==> src/rtl/vga_timing_generator.sv <==
// VGA raster timing: pixel-rate divider, horizontal/vertical position counters,
// and registered sync/blank/frame-start decode aligned with the presented counters.
module vga_timing_generator #(
  parameter int CLK_DIV  = 2,
  parameter int H_ACTIVE = 640,
  parameter int H_FP     = 16,
  parameter int H_SYNC   = 96,
  parameter int H_BP     = 48,
  parameter int V_ACTIVE = 480,
  parameter int V_FP     = 10,
  parameter int V_SYNC   = 2,
  parameter int V_BP     = 33
) (
  input  logic       clk,
  input  logic       rst,
  output logic [9:0] hs,
  output logic [9:0] vs,
  output logic       pixel_tick,
  output logic       vga_clk,
  output logic       hsync_n,
  output logic       vsync_n,
  output logic       blank_n,
  output logic       frame_start
);

  localparam int H_TOTAL = H_ACTIVE + H_FP + H_SYNC + H_BP;
  localparam int V_TOTAL = V_ACTIVE + V_FP + V_SYNC + V_BP;
  localparam int DW      = (CLK_DIV > 1) ? $clog2(CLK_DIV) : 1;

  localparam logic [DW-1:0] DIV_LAST = DW'(CLK_DIV - 1);
  localparam logic [9:0] H_LAST   = 10'(H_TOTAL - 1);
  localparam logic [9:0] V_LAST   = 10'(V_TOTAL - 1);
  localparam logic [9:0] H_ACT    = 10'(H_ACTIVE);
  localparam logic [9:0] V_ACT    = 10'(V_ACTIVE);
  localparam logic [9:0] HS_START = 10'(H_ACTIVE + H_FP);
  localparam logic [9:0] HS_END   = 10'(H_ACTIVE + H_FP + H_SYNC);
  localparam logic [9:0] VS_START = 10'(V_ACTIVE + V_FP);
  localparam logic [9:0] VS_END   = 10'(V_ACTIVE + V_FP + V_SYNC);

  if (H_TOTAL > 1024 || V_TOTAL > 1024) begin : g_bad_total
    $error("vga_timing_generator: H_TOTAL/V_TOTAL must not exceed 1024");
  end
  if (CLK_DIV < 1 || (CLK_DIV > 1 && (CLK_DIV % 2) != 0)) begin : g_bad_div
    $error("vga_timing_generator: CLK_DIV must be 1 or an even number >= 2");
  end

  logic [DW-1:0] div;
  logic [DW-1:0] div_nx;
  logic [9:0]    hs_nx;
  logic [9:0]    vs_nx;
  logic          tick;

  always_comb begin
    tick   = (div == DIV_LAST);
    div_nx = tick ? '0 : div + 1'b1;
    hs_nx  = hs;
    vs_nx  = vs;
    if (tick) begin
      if (hs == H_LAST) begin
        hs_nx = '0;
        vs_nx = (vs == V_LAST) ? '0 : vs + 10'd1;
      end else begin
        hs_nx = hs + 10'd1;
      end
    end
  end

  assign pixel_tick = tick;

  // Decode from next-state counters so the registered flags line up with hs/vs.
  always_ff @(posedge clk or posedge rst) begin
    if (rst) begin
      div         <= '0;
      hs          <= '0;
      vs          <= '0;
      hsync_n     <= 1'b1;
      vsync_n     <= 1'b1;
      blank_n     <= 1'b1;
      frame_start <= 1'b0;
    end else begin
      div         <= div_nx;
      hs          <= hs_nx;
      vs          <= vs_nx;
      hsync_n     <= !(hs_nx >= HS_START && hs_nx < HS_END);
      vsync_n     <= !(vs_nx >= VS_START && vs_nx < VS_END);
      blank_n     <= (hs_nx < H_ACT) && (vs_nx < V_ACT);
      frame_start <= tick && (hs == H_LAST) && (vs == V_LAST);
    end
  end

  if (CLK_DIV > 1) begin : g_vclk
    localparam logic [DW-1:0] DIV_HALF = DW'(CLK_DIV / 2);
    always_ff @(posedge clk or posedge rst) begin
      if (rst) vga_clk <= 1'b0;
      else     vga_clk <= (div_nx >= DIV_HALF);
    end
  end else begin : g_no_vclk
    // At one clock per pixel the DAC is clocked from clk directly.
    assign vga_clk = 1'b0;
  end

endmodule

==> config.mk <==
export PLATFORM = sky130hd
export DESIGN_NAME = vga_timing_generator
export DESIGN_NICKNAME = d
export VERILOG_FILES = /design/src/rtl/vga_timing_generator.sv
export SDC_FILE = /design/constraint.sdc
export NUM_CORES = 1
export LEC_CHECK = 0
export ABC_AREA = 1
export CORE_MARGIN = 2
export CORE_UTILIZATION = 46
export DETAILED_ROUTE_END_ITERATION = 10
export GPL_TIMING_DRIVEN = 0
export PLACE_DENSITY_LB_ADDON = 0.08
export SLEW_MARGIN = 20
export SYNTH_ARGS = -nofsm -noshare
export SYNTH_HDL_FRONTEND = slang
export SYNTH_SLANG_ARGS = --single-unit
==> constraint.sdc <==
create_clock -name clk -period 1.65 [get_ports clk]
set_clock_uncertainty 0.15 [all_clocks]
set_input_delay 0.33 -clock clk [delete_from_list [all_inputs] [get_ports clk]]
set_output_delay 0.33 -clock clk [all_outputs]
set_load 0.03 [all_outputs]
==> results of run 1 <==
## stage by stage
| stage | cells | area, sq um | hold slack [ns] | util |
|---|---|---|---|---|
| after floorplan | 210 | 1530 | 0.204 | - |
| after global placement | 281 | 1860 | 0.390 | 0.609 |
| after detailed placement | 281 | 1860 | 0.394 | 0.609 |
| after CTS | 297 | 2030 | 0.386 | 0.665 |
| after global routing | 306 | 2180 | 0.436 | 0.713 |
| final | 306 | 2180 | 0.360 | 0.713 |
## power breakdown
part           internal, mW  leakage, nW  total [mW]  switching [mW]
registers             0.613        0.304       0.613               0
clock network        0.0943       0.0150       0.266           0.172
logic               0.00219        0.783      0.0135          0.0113
total                 0.709         1.10       0.892           0.183
## cell usage after synthesis (2+ instances only)
library cell | n | area share
nand2_1 | 60 | 0.15
inv_1 | 44 | 0.11
nor2_1 | 26 | 0.066
dfrtp_1 | 22 | 0.37
nand3_1 | 14 | 0.047
nand4_1 | 9 | 0.038
o21ai_0 | 6 | 0.020
nand2_2 | 4 | 0.017
dfstp_2 | 3 | 0.053
ha_1 | 3 | 0.025
nor2_2 | 3 | 0.013
nor2_4 | 2 | 0.015
o21bai_1 | 2 | 0.010
xor2_1 | 2 | 0.012
## critical path: cells and delay by family (launching register included)
| family | cells | cell delay (ns) |
|---|---|---|
| and+or+nand+nor | 8 | 0.79 |
| DFF | 1 | 0.46 |
| buffers and inverters | 3 | 0.31 |
## final cells by class
class / count / area share
plain buffers: 2 / 0.00863
clock buffers: 4 / 0.0121
well taps: 44 / 0.0253
repair buffers: 48 / 0.191
flip-flops and latches: 25 / 0.298
inverters: 45 / 0.0799
multi-input cells: 138 / 0.385
## path summary, 6_finish.rpt
path / slack (ns) / endpoint / from / cells after the start
max reg2reg: -0.12 / vsync_n$_DFF_PP1_ / hs[7]$_DFF_PP0_ / 11
min: 0.36 / hs[1]$_DFF_PP0_ / rst / 2
max: -0.12 / vsync_n$_DFF_PP1_ / hs[7]$_DFF_PP0_ / 11
min reg2reg: 0.43 / hs[1]$_DFF_PP0_ / hs[1]$_DFF_PP0_ / 2
min in group clk: 0.43 / hs[1]$_DFF_PP0_ / hs[1]$_DFF_PP0_ / 2
max in group asynchronous: 0.37 / vs[0]$_DFF_PP0_ / rst / 2
## flip-flops by register name, summed over array words and instances (netlist names)
signal / flops
frame_start: 1
hs: 10
blank_n: 1
vsync_n: 1
hsync_n: 1
pixel_tick: 1
vs: 10
## layer usage
layer / vias to the layer above / track usage / part of all wire / wire length (microns)
met5: - / 0 / 0 / 0
met4: 0 / 0.0621 / 0.011 / 40
met3: 6 / 0.0235 / 0.028 / 99
met2: 27 / 0.316 / 0.49 / 1760
met1: 681 / 0.278 / 0.47 / 1700
li1: 742 / - / - / -
## cell families after synthesis
group,Yosys count,synth area share
AOI/OAI and AO/OA,12,0.0506
xor gates and xnor gates,3,0.0177
DFF,25,0.424
adders and majority gates,3,0.0253
and+or+nand+nor,120,0.356
buffers and inverters,47,0.126
## repair_timing
item	4_1_cts	5_1_grt
pin swaps	20	33
buffers inserted	11	9
cloned	1	0
gates resized for setup	73	51
endpoints found under the setup margin	29	26
==> results.toml, run 1 <==
[run_status]
status = "finished with violations"
violations = "setup timing"

[setup_path]
cp_data_arrival_time_ns = 1.86
end_kind = "register"
crit_fanout = 5
cp_slowest_cell = "dfrtp_2"
cp.required_ns = 1.74
startpoint_type = "register"
worstSetupPathType = "reg2reg"
path_cells = "inv_1 -> nand2_2 -> inv_1 -> nand2_2 -> nor2_4 -> buf_6 -> nand2_1 -> nand2_2 -> nand3_2 -> nor2_2 -> nand3_1"
slowest_delay_ns = 0.46
worst_path_most_repeated_cell = "nand2_2"

[routing]
drc = 0
viasPerCell = 4.76
dr.pass1.iters = 4
routedWlPerCell_microns = 11.8
initialDrtViolationCount = 43
num_vias = 1456
routed_wirelength_mm = 3.60
ant_nets = 0

[cells_and_area]
insertedDiodeCount = 0
final_common_cell = "nand2_1"
nFillCells = 245
layout.nets = 268
ff_latch_area_sq_um = 648
syn_to_final_growth_pct = 46.6
most-common-layout-cells = "nand2_1 (42), inv_1 (38), nand2_2 (19)"
drive_gt1_frac = 0.427
multi_input_area_sq_um = 837

[placed_design]
port_buffers = 27
place_hpwl_mm = 2.34
place_congestion = 0.834
place_ws_ns = -0.163

[yosys]
synth-async-reset-ratio = 1.00
synth_warnings = 0
netlist_instances = 210
yosysUniqueCellTypes = 24
netlist_area_sq_mm = 0.00148
ys_seq_area_frac = 0.424
dominantRegCellSynth = "dfrtp_1"
synth_nets = 215
syn_area_per_cell_sq_um = 7.07
synth-seq-cells = 25
synth-edff-count = 0

[die]
die_h_microns = 60.8
dieArea_sq_mm = 0.00370
die_w_microns = 60.8
start_util = 0.486
io_pins = 28
core_area_sq_mm = 0.00305
rows = 20

[power]
ir_drop_mv = 0.253
cellPowerDensity_mw_per_mm2 = 410
p_leak_nw = 1.10
p_total_uw = 892

[clocking]
cts_hold_buf = 0
path_clk_slew_ns = 0.13
cts-buffers-inserted = 3
clkLatencyLatePin_ns = 0.31
clock_path_buffers = 2
cts_root_buffer = "clkbuf_4"
htreeDepth = 1
cts_tree = "built"
clkSinkCount = 25

[sta]
fin_crit_sh = 1.07
drv_slew = 0
worst_slack_ns = -0.121
fin_crit_ns = 1.77
fmax_mhz = 565
grt_setup_unrepaired = "true"
worstMarginPinSlew_ns = 0.915
setup_violations = 5
fin_tns_setup_ns = -0.333
slew-limit-headroom = 0.389
finalHoldViolations = 0

[global_routing]
antenna_found_initial = 0
grtUsageTotal = 0.197
grt_max_degree = 26
grt_pass1_vias = 1270
grt_pass1_wl_mm = 5.52
overflow = 0

[flow_run]
maxCapViolations = 0

[hold_path]
hold_class = "in2async"
(Power assumes the default switching activity.)
==> inputs of run 2 (changes only) <==
--- a/config.mk
+++ b/config.mk
@@ -6,6 +6,7 @@
 export NUM_CORES = 1
 export LEC_CHECK = 0
 export ABC_AREA = 1
+export CAP_MARGIN = 20
 export CORE_MARGIN = 2
 export CORE_UTILIZATION = 46
 export DETAILED_ROUTE_END_ITERATION = 10
==> results of run 2 <==
The final DEF is identical to that of run 1; final timing and power are the same.
